===== src/rtl/lc3b_multicycle_core.sv =====
// Multicycle LC-3b subset core behind a single-entry 128-bit line buffer with a line-wide memory port.
// Optional: define LC3B_HALT_DETECT_EN to add a halt output that stops the core on BRnzp #-1 (16'h0FFF).
module lc3b_multicycle_core #(
  parameter logic [15:0] RESET_PC = 16'h0000
) (
  input  logic         clk,
  input  logic         rst_n,
  input  logic         pmem_resp,
  input  logic [127:0] pmem_rdata,
  output logic [127:0] pmem_wdata,
  output logic         pmem_read,
  output logic         pmem_write,
  output logic [15:0]  pmem_address
`ifdef LC3B_HALT_DETECT_EN
  ,
  output logic         halt
`endif
);

  localparam logic [3:0] OP_BR  = 4'b0000;
  localparam logic [3:0] OP_ADD = 4'b0001;
  localparam logic [3:0] OP_AND = 4'b0101;
  localparam logic [3:0] OP_LDR = 4'b0110;
  localparam logic [3:0] OP_STR = 4'b0111;
  localparam logic [3:0] OP_NOT = 4'b1001;
  localparam logic [3:0] OP_JMP = 4'b1100;
  localparam logic [3:0] OP_LEA = 4'b1110;

  typedef enum logic [2:0] {
    S_FETCH, S_FILL, S_DECODE, S_EXECUTE, S_MEM, S_WRITE, S_WB, S_HALTED
  } state_t;

  state_t state, next_state;

  logic [15:0]       pc, ir, src_a, src_b, src_st, result;
  logic [15:1]       mar;
  logic [7:0][15:0]  regs;
  logic [2:0]        cc;
  logic [11:0]       line_tag, fill_tag;
  logic [127:0]      line_data;
  logic              line_valid, fill_for_mem;

  logic [3:0]  opcode;
  logic        fetch_hit, mem_hit, br_taken, halt_now;
  logic [15:0] fetch_word, mem_word, sext_imm5, off9_x2, result_cc_src;

  assign opcode     = ir[15:12];
  assign fetch_hit  = line_valid && (line_tag == pc[15:4]);
  assign mem_hit    = line_valid && (line_tag == mar[15:4]);
  assign fetch_word = line_data[{pc[3:1], 4'b0000} +: 16];
  assign mem_word   = line_data[{mar[3:1], 4'b0000} +: 16];
  assign sext_imm5  = {{11{ir[4]}}, ir[4:0]};
  assign off9_x2    = {{6{ir[8]}}, ir[8:0], 1'b0};
  assign br_taken   = |(ir[11:9] & cc);
  assign result_cc_src = result;

`ifdef LC3B_HALT_DETECT_EN
  assign halt_now = (fetch_word == 16'h0FFF);
  assign halt     = (state == S_HALTED);
`else
  assign halt_now = 1'b0;
`endif

  // Requests come straight from the state, so reset drops them the instant rst_n falls.
  assign pmem_read    = (state == S_FILL);
  assign pmem_write   = (state == S_WRITE);
  assign pmem_address = (state == S_FILL)  ? {fill_tag, 4'h0} :
                        (state == S_WRITE) ? {line_tag, 4'h0} : 16'h0000;
  assign pmem_wdata   = (state == S_WRITE) ? line_data : 128'd0;

  always_ff @(posedge clk or negedge rst_n) begin
    if (!rst_n) state <= S_FETCH;
    else        state <= next_state;
  end

  always_comb begin
    next_state = state;
    case (state)
      S_FETCH:   if (!fetch_hit)    next_state = S_FILL;
                 else if (halt_now) next_state = S_HALTED;
                 else               next_state = S_DECODE;
      S_FILL:    if (pmem_resp) next_state = fill_for_mem ? S_MEM : S_FETCH;
      S_DECODE:  next_state = S_EXECUTE;
      S_EXECUTE: begin
        case (opcode)
          OP_ADD, OP_AND, OP_NOT, OP_LEA: next_state = S_WB;
          OP_LDR, OP_STR:                 next_state = S_MEM;
          default:                        next_state = S_FETCH;
        endcase
      end
      S_MEM:     if (!mem_hit)            next_state = S_FILL;
                 else if (opcode == OP_STR) next_state = S_WRITE;
                 else                      next_state = S_WB;
      S_WRITE:   if (pmem_resp) next_state = S_FETCH;
      S_WB:      next_state = S_FETCH;
      S_HALTED:  next_state = S_HALTED;
      default:   next_state = S_FETCH;
    endcase
  end

  always_ff @(posedge clk or negedge rst_n) begin
    if (!rst_n) begin
      pc           <= RESET_PC;
      ir           <= 16'h0000;
      regs         <= '0;
      cc           <= 3'b010;
      line_valid   <= 1'b0;
      line_tag     <= 12'h000;
      line_data    <= 128'd0;
      fill_tag     <= 12'h000;
      fill_for_mem <= 1'b0;
      src_a        <= 16'h0000;
      src_b        <= 16'h0000;
      src_st       <= 16'h0000;
      result       <= 16'h0000;
      mar          <= 15'h0000;
    end else begin
      case (state)
        S_FETCH: begin
          if (!fetch_hit) begin
            fill_tag     <= pc[15:4];
            fill_for_mem <= 1'b0;
          end else if (!halt_now) begin
            ir <= fetch_word;
            pc <= pc + 16'd2;
          end
        end
        S_FILL: begin
          if (pmem_resp) begin
            line_data  <= pmem_rdata;
            line_tag   <= fill_tag;
            line_valid <= 1'b1;
          end
        end
        S_DECODE: begin
          src_a  <= regs[ir[8:6]];
          src_b  <= ir[5] ? sext_imm5 : regs[ir[2:0]];
          src_st <= regs[ir[11:9]];
        end
        S_EXECUTE: begin
          case (opcode)
            OP_ADD: result <= src_a + src_b;
            OP_AND: result <= src_a & src_b;
            OP_NOT: result <= ~src_a;
            OP_LEA: result <= pc + off9_x2;
            OP_BR:  if (br_taken) pc <= pc + off9_x2;
            OP_JMP: pc <= src_a;
            OP_LDR, OP_STR: mar <= src_a[15:1] + {{9{ir[5]}}, ir[5:0]};
            default: ;
          endcase
        end
        S_MEM: begin
          // A store always merges into a resident line, so misses fill first and come back here.
          if (!mem_hit) begin
            fill_tag     <= mar[15:4];
            fill_for_mem <= 1'b1;
          end else if (opcode == OP_STR) begin
            line_data[{mar[3:1], 4'b0000} +: 16] <= src_st;
          end else begin
            result <= mem_word;
          end
        end
        S_WB: begin
          regs[ir[11:9]] <= result;
          if (opcode != OP_LEA) begin
            cc <= result_cc_src[15]          ? 3'b100 :
                  (result_cc_src == 16'h0000) ? 3'b010 : 3'b001;
          end
        end
        default: ;
      endcase
    end
  end

endmodule


===== config.mk =====
export PLATFORM = sky130hd
export DESIGN_NAME = lc3b_multicycle_core
export DESIGN_NICKNAME = d
export VERILOG_FILES = /design/src/rtl/lc3b_multicycle_core.sv
export SDC_FILE = /design/constraint.sdc
export NUM_CORES = 1
export LEC_CHECK = 0
export BUFFER_PORTS_ARGS = -buffer_cell sky130_fd_sc_hd__buf_2
export CAP_MARGIN = 20
export CELL_PAD_IN_SITES_DETAIL_PLACEMENT = 0
export CELL_PAD_IN_SITES_GLOBAL_PLACEMENT = 1
export CORE_ASPECT_RATIO = 0.9
export CORE_MARGIN = 5
export CORE_UTILIZATION = 43
export DETAILED_ROUTE_END_ITERATION = 8
export GPL_TIMING_DRIVEN = 0
export PLACE_DENSITY_LB_ADDON = 0.25
export SLEW_MARGIN = 40
export SYNTH_ARGS = -nofsm -noshare
export SYNTH_HDL_FRONTEND = slang
export SYNTH_SLANG_ARGS = --single-unit

===== constraint.sdc =====
create_clock -name clk -period 2.75 [get_ports clk]
set_clock_uncertainty 0.15 [all_clocks]
set_input_delay 0.55 -clock clk [delete_from_list [all_inputs] [get_ports clk]]
set_output_delay 0.55 -clock clk [all_outputs]
set_load 0.01 [all_outputs]

==> results of run 1 <==
-- cells by family after synthesis --
| group | Yosys count | synth area share |
|---|---|---|
| adder cells (fa/ha/maj) | 53 | 0.02724 |
| AND/OR/NAND/NOR | 684 | 0.1269 |
| multiplexers | 373 | 0.2303 |
| other | 1 | 0.0001490 |
| buffers and inverters | 247 | 0.03957 |
| AO/OA/AOI/OAI | 633 | 0.1569 |
| XOR/XNOR | 64 | 0.02227 |
| flip-flops | 399 | 0.3967 |
-- worst max-delay path, cell delays in order, from the launching register on --
cell and delay, ns:
sky130_fd_sc_hd__dfrtp_1 0.41, sky130_fd_sc_hd__nand2b_4 0.19, sky130_fd_sc_hd__nor2_4 0.12, sky130_fd_sc_hd__buf_12 0.17, sky130_fd_sc_hd__clkbuf_16 0.20, sky130_fd_sc_hd__clkbuf_16 0.15, sky130_fd_sc_hd__a22o_1 0.17, sky130_fd_sc_hd__buf_2 0.16
-- metrics by stage --
stage	setup WS, ns	utilization
global route	-0.1690	0.5614
finish	-0.1138	0.5615
global placement	-7.155	0.4728
CTS	-0.06038	0.5249
detailed placement	-1.186	0.4771
floorplan	0.01857	-
-- power breakdown --
part	internal, W	leakage [nW]	switching (W)
logic	0.00898	8.51	0.0120
registers	0.00797	5.11	0.00286
clock network	0.00371	0.735	0.00268
total	0.0207	14.4	0.0175
-- placed cells by master (no fill, tap or decap), drive strengths merged, types with 5 or more instances in the layout --
cell,synthesis,routed
a21oi,156,156
inv,22,23
nand3,37,37
o21ai,188,188
and2,132,132
nor2b,10,10
or3,7,7
xnor2,42,42
a31oi,37,37
o31ai,7,7
o22ai,21,21
xor2,22,22
nand2,257,257
dfrtp,398,398
bufinv,0,5
mux2i,55,55
mux4,148,148
a22oi,125,125
nand4,9,9
o21a,10,10
nand2b,8,8
nor2,170,170
nor3,18,18
clkbuf,151,196
nor4,12,12
clkinv,1,7
mux2,170,170
a211oi,15,15
ha,50,50
or2,8,8
a22o,15,15
and3,5,5
buf,73,470
a21o,16,16
-- layer usage --
metal / track usage / share of wire / up-vias
met5: 0 / 0.00020 / -
met4: 0.1011 / 0.038 / 4
met3: 0.07395 / 0.12 / 285
met2: 0.5096 / 0.44 / 1585
met1: 0.4840 / 0.41 / 12080
li1: - / - / 9899
-- registers in the layout, summed over array words and instances (netlist names) --
register      count
src_st           16
line_valid        1
src_b            16
state             3
regs            128
pc               16
ir               16
mar              15
result           16
line_data       128
fill_tag         12
fill_for_mem      1
src_a            16
cc                3
line_tag         12
-- path summary, 6_finish.rpt --
path / startpoint / endpoint / slack [ns] / depth (start not counted)
setup / recovery: state[1] / pmem_address[6] / -0.11 / 7
hold / removal: pmem_rdata[7] / line_data[7] / 0.05 / 3
setup reg to reg: ir[0] / result[7] / -0.09 / 11
hold reg to reg: src_b[10] / src_b[10] / 0.34 / 2
max in group asynchronous: rst_n / regs[22] / 0.92 / 4
min in group asynchronous: rst_n / line_data[99] / 0.33 / 2
-- area by class of cell --
cell class,count,area (um^2),share of cell area
Clock inverter,14,234.0,0.007157
Antenna cell,2,5.005,0.0001531
Inverter,23,110.1,0.003368
Sequential cell,399,10000,0.3059
Multi-Input combinational cell,1811,15240,0.4661
Clock buffer,64,1279,0.03911
Tap cell,774,968.4,0.02962
Timing Repair Buffer,395,3386,0.1036
Buffer,208,1470,0.04497
-- timing repair --
item,in CTS,in global routing
buffers inserted,36,56
endpoints found under the hold margin,54,0
resized for setup,291,378
pin swaps,27,51
hold buffers,1,0
endpoints found under the setup margin,446,358
gates cloned,2,18
==> impl_summary.log, run 1 <==
[metrics] element type at the critical path start: register
[metrics] maximum fanout encountered on the critical timing path: 7
[metrics] count of pins over their slew limit: 0
[metrics] fin area: 32690 um^2
[metrics] power consumption: 0.03816 W
[metrics] unrepaired setup endpoints after global routing: yes
[metrics] required time of the critical path: 2.05 ns
[metrics] floorplan die height: 239.5 um
[metrics] slew of the pin with the lowest slew margin: 0.9391 ns
[metrics] initial antenna violation count: 2
[metrics] share of post-route cells with drive strength above 1: 0.4015
[metrics] Congestion Overflow GR: 0
[metrics] classification of the worst setup path: register to output pin
[metrics] per-instance average area after synthesis: 10.26 um^2
[metrics] Setup Total Neg Slack: -5.538 ns
[metrics] largest vdd supply drop: 0.5857 mV
[metrics] Antenna Violating Nets Remaining: 0
[metrics] number of flip-flops and latches in the synthesized netlist: 399
[metrics] Site Rows: 84
[metrics] total clock sinks: 399
[metrics] Highest Clock Rate: 0.3492 GHz
[metrics] Top Ports: 277
[metrics] Placed Instance Area: 27780 um^2
[metrics] outcome: finished with violations
[metrics] worst skew pair latency: 0.60 ns
[metrics] fin nets: 3068
[metrics] CTS root buf: sky130_fd_sc_hd__clkbuf_16
[metrics] Min Clock Period, post-route: 2.864 ns
[metrics] DIE WIDTH: 265.0 um
[metrics] class of the most critical hold timing path: input pin to register
[metrics] layout overhead on the synthesized area: 29.88%
[metrics] Synth area leaders: sky130_fd_sc_hd__dfrtp_1 40%, sky130_fd_sc_hd__mux4_2 13%, sky130_fd_sc_hd__mux2_2 7.6%
[metrics] Worst Path Arrival: 2.16 ns
[metrics] capturing element type of the critical path: output pin
[metrics] total routing resource utilization after global routing: 0.3347
[metrics] Clock Pin Slew Worst Setup and Hold Paths: 0.06 ns
[metrics] number of port buffers: 272
[metrics] Worst Hold Slack: 0.04563 ns
[metrics] post-layout instance count excluding filler cells: 3690
[metrics] DRT Pass-1 Iters: 6
[metrics] violated checks: setup timing
[metrics] number of enable flip-flop cells after synthesis: 0
[metrics] most numerous cell in the Yosys netlist: sky130_fd_sc_hd__dfrtp_1
[metrics] htree depth: 2
[metrics] CTS Buf Count: 46
[metrics] area of the die: 63480 um^2
[metrics] pin count of the biggest net entering global routing: 78
[metrics] Setup-failing EPs final: 134
[metrics] post-synth top area share: 0.3957
[metrics] max-capacitance violation count: 0
[metrics] Core ar.: 58230 um^2
[metrics] final cycle utilization of the critical path: 1.041
[metrics] fin worst setup slack: -0.1138 ns
[metrics] count of routing violations after the opening detailed-route iteration: 3166
[metrics] average wire length per cell after detail routing: 30.53 um
[metrics] final hold violation count: 0
[metrics] via count of the first global-routing pass: 22780
[metrics] worst rel slew slack: 0.3739
[metrics] most instantiated flip-flop cell in the synthesis netlist: sky130_fd_sc_hd__dfrtp_1
[metrics] total via count after detailed routing: 23860
[metrics] cell accounting for the most synthesized area: sky130_fd_sc_hd__dfrtp_1
[metrics] Clock Tree Buf Depth: 3
[metrics] fillcell total: 5094
[metrics] power density cells: 1167 nW/um^2
[metrics] post-detailed-placement half-perimeter wirelength: 83.52 mm
[metrics] via-per-instance ratio: 6.465
[metrics] distinct cell type count of the synthesized netlist: 68
[metrics] cell area after synthesis: 25170 um^2
[metrics] weighted congestion at the end of routability-driven global placement: 0.9994
[metrics] sequential element share of the synthesized area: 0.3967
[metrics] first-pass GRT wire length: 157.5 mm
[metrics] fraction of synthesis flops using an asynchronous set or reset pin: 1.000
[metrics] initial core utilization: 0.4323
[metrics] Total Wirelength: 112.7 mm
[metrics] Cells after DPL: 3512
[metrics] cell leakage power: 14.35 nW
[metrics] yosys synthesis warning count: 0
[metrics] Commonest cells post-synth: 398 x sky130_fd_sc_hd__dfrtp_1, 257 x sky130_fd_sc_hd__nand2_1, 176 x sky130_fd_sc_hd__o21ai_0
[metrics] number of instances in the synthesized netlist: 2454
[metrics] number of design rule violations left after detail routing: 0
[metrics] TritonCTS clock tree: yes
(Power assumes the default switching activity.)
==> run 2: changes to the inputs <==
--- a/config.mk
+++ b/config.mk
@@ -12,9 +12,11 @@
 export CORE_ASPECT_RATIO = 0.9
 export CORE_MARGIN = 5
 export CORE_UTILIZATION = 43
+export CTS_CLUSTER_SIZE = 16
 export DETAILED_ROUTE_END_ITERATION = 8
 export GPL_TIMING_DRIVEN = 0
 export PLACE_DENSITY_LB_ADDON = 0.25
+export RECOVER_POWER = 25
 export SLEW_MARGIN = 40
 export SYNTH_ARGS = -nofsm -noshare
 export SYNTH_HDL_FRONTEND = slang
==> run 2 against run 1 <==
Net effect: the flow still finishes with violations (setup timing); worst setup slack worse by 0.0011 ns; via count increased by 1.7%; largest power group unchanged; wire length is 0.85% higher; maximum frequency is essentially flat; sequential share of layout area shrank 0.82 points; critical path type is now register to register; flip-flop and latch count stayed put; clock power grew 3.6%; register-to-register slack got worse by 0.02 ns.
==> impl_summary.log, run 2 (synthesized netlist as in run 1, its figures left out) <==
[metrics] power share of the sequential group: 0.276 (-0.008)
[metrics] final hold violation count: 0 (unchanged)
[metrics] via count of the first global-routing pass: 22930 (+0.67%)
[metrics] cell internal power dissipation: 0.02148 W (+3.9%)
[metrics] CTS Buf Count: 47 (+2.2%)
[metrics] count of pins over their slew limit: 0 (unchanged)
[metrics] TritonCTS clock tree: yes
[metrics] clock network power share: 0.167 (about the same)
[metrics] area of the die: 63480 um^2 (unchanged)
[metrics] post-layout util: 0.5768 (+0.01530)
[metrics] element type at the critical path start: register
[metrics] initial antenna violation count: 2 (unchanged)
[metrics] fillcell total: 4994 (-2.0%)
[metrics] first-pass GRT wire length: 158.3 mm (+0.51%)
[metrics] hold path cells: 3 (unchanged)
[metrics] DRT Pass-1 Iters: 8 (+2)
[metrics] Highest Clock Rate: 0.3491 GHz (about the same)
[metrics] via-per-instance ratio: 6.529 (+0.99%)
[metrics] NetSw: 0.01807 W (+3.3%)
[metrics] registers with the most flip-flops: line_data (128), regs (128)
[metrics] Clock Pin Slew Worst Setup and Hold Paths: 0.06 ns (about the same)
[metrics] Congestion Overflow GR: 0 (unchanged)
[metrics] average wire length per cell after detail routing: 30.57 um (+0.14%)
[metrics] fin worst setup slack: -0.1148 ns (-0.001051 ns)
[metrics] worst rel slew slack: 0.02327 (-0.3507)
[metrics] maximum fanout encountered on the critical timing path: 3 (-4)
[metrics] worst skew pair latency: 0.62 ns (+0.02 ns)
[metrics] delay contributed by the slowest stage of the critical path: 0.48 ns (+0.07 ns)
[metrics] cell leakage power: 14.64 nW (+2.0%)
[metrics] total via count after detailed routing: 24260 (+1.7%)
[metrics] cells along the critical path: ha_4, fa_2, a21o_1, a21oi_4, buf_6, o21ai_4, a31oi_1, xor2_1, buf_4, o211ai_1, a21oi_2, nor2_1
[metrics] initial core utilization: 0.4323 (unchanged)
[metrics] layout overhead on the synthesized area: 33.42%
[metrics] part of the power in combinational logic: 0.557 (+0.008)
[metrics] number of port buffers: 272 (unchanged)
[metrics] cell with the largest stage delay on the worst path: sky130_fd_sc_hd__dfrtp_2
[metrics] Min Clock Period, post-route: 2.865 ns (+0.001051 ns)
[metrics] count of routing violations after the opening detailed-route iteration: 3295 (+4.1%)
[metrics] CTS root buf: sky130_fd_sc_hd__clkbuf_16
[metrics] Top Ports: 277 (unchanged)
[metrics] total routing resource utilization after global routing: 0.3367 (+0.001968)
[metrics] post-detailed-placement half-perimeter wirelength: 83.52 mm (unchanged)
[metrics] Site Rows: 84 (unchanged)
[metrics] commonest cells after routing, fill and taps aside: 386 x sky130_fd_sc_hd__dfrtp_1, 254 x sky130_fd_sc_hd__nand2_1, 189 x sky130_fd_sc_hd__buf_2
[metrics] worst slack, placed: -1.186 ns (unchanged)
[metrics] power consumption: 0.03954 W (+3.6%)
[metrics] Total Wirelength: 113.6 mm (+0.85%)
[metrics] max-capacitance violation count: 0 (unchanged)
[metrics] classification of the worst setup path: register to register
[metrics] total area of multi-input combinational cells: 15600 um^2 (+2.3%)
[metrics] weighted congestion at the end of routability-driven global placement: 0.9994 (unchanged)
[metrics] capturing element type of the critical path: register
[metrics] violated checks: setup timing
[metrics] floorplan die height: 239.5 um (unchanged)
[metrics] class of the most critical hold timing path: input pin to register
[metrics] largest vdd supply drop: 0.5709 mV (-2.5%)
[metrics] r2r worst-path depth: 12 (+1)
[metrics] DIE WIDTH: 265.0 um (unchanged)
[metrics] Antenna Violating Nets Remaining: 0 (unchanged)
[metrics] fin nets: 3085 (+0.55%)
[metrics] number of design rule violations left after detail routing: 0 (unchanged)
[metrics] total clock sinks: 399 (unchanged)
[metrics] switching part of the total: 0.4569 (-0.001482)
[metrics] pin count of the biggest net entering global routing: 78 (unchanged)
[metrics] final cycle utilization of the critical path: 1.042 (about the same)
[metrics] Worst Path Arrival: 3.21 ns (+1.05 ns)
[metrics] unrepaired setup endpoints after global routing: yes
[metrics] Setup-failing EPs final: 156 (+16%)
[metrics] power density cells: 1177 nW/um^2 (+0.89%)
[metrics] share of post-route cells with drive strength above 1: 0.4342 (+0.03265)
[metrics] Core ar.: 58230 um^2 (unchanged)
[metrics] slew of the pin with the lowest slew margin: 1.465 ns (+0.5260 ns)
[metrics] Clock Tree Buf Depth: 3 (unchanged)
[metrics] commonest non-fill, non-tap cell in the layout: sky130_fd_sc_hd__dfrtp_1
[metrics] sequential cell area in the final layout: 10000 um^2 (about the same)
[metrics] required time of the critical path: 3.10 ns (+1.05 ns)
[metrics] outcome: finished with violations
[metrics] htree depth: 2 (unchanged)
[run 2: final timing paths]
check                               from             to  slack [ns]
min in group asynchronous          rst_n  line_data[99]        0.30
max reg2reg                        ir[0]      result[9]       -0.11
max                                ir[0]      result[9]       -0.11
min                        pmem_rdata[7]   line_data[7]        0.03
max in group asynchronous          rst_n  line_data[56]        0.32
min reg2reg                    src_b[10]      src_b[10]        0.34
[run 2: metal layers]
layer | wire length, um | global-route usage
met1 | 46250 | 0.4827
met2 | 49510 | 0.5121
met3 | 13480 | 0.07981
met4 | 4321 | 0.1040
met5 | 54 | 0
[run 2: timing repair]
action                                 4_1_cts  5_1_grt
gates cloned                                 4       23
buffers inserted                            48       57
gates resized for setup                    292      533
setup endpoints to repair                  446      363
hold buffers                                 1        0
pin swaps                                   31       56
endpoints found under the hold margin       54        0
[run 2: critical path: cells and delay by family, from the launching register on]
kind            cells  cell delay [ns]
compound gates      6             0.96
fa+ha+maj           2             0.55
flops               1             0.48
buf+inv             2             0.30
xor+xnor            1             0.23
simple gates        1             0.07
[run 2: through the flow]
| stage | cell area (um^2) | std cells | hold WS, ns | setup TNS (ns) |
|---|---|---|---|---|
| floorplan | 25200 | 2457 | 0.1044 | 0 |
| global placement | 27530 | 3503 | 0.3203 | -3039.29 |
| detailed placement | 27780 | 3512 | 0.3311 | -182.69 |
| CTS | 30830 | 3644 | 0.01434 | -1.073 |
| global route | 33580 | 3713 | 0.04146 | -18.89 |
| finish | 33580 | 3716 | 0.02572 | -7.714 |
[run 2: power groups by stage]
stage	clock network (W)	logic [W]	registers, W
3_5_place_dp	0	0.0170	0.0106
6_report	0.00662	0.0220	0.0109
4_1_cts	0.00663	0.0186	0.0106
3_3_place_gp	0	0.0167	0.0105
2_1_floorplan	0	0.0112	0.00930
5_1_grt	0.00688	0.0230	0.0111
[run 2: area by class of cell]
cell class / instances / share of cell area
Multi-Input combinational cell: 1811 / 0.4644
Sequential cell: 399 / 0.2978
Tap cell: 774 / 0.02884
Buffer: 206 / 0.04571
Timing Repair Buffer: 413 / 0.1118
Antenna cell: 3 / 0.0002235
Clock inverter: 19 / 0.007377
Clock buffer: 68 / 0.04068
Inverter: 23 / 0.003129
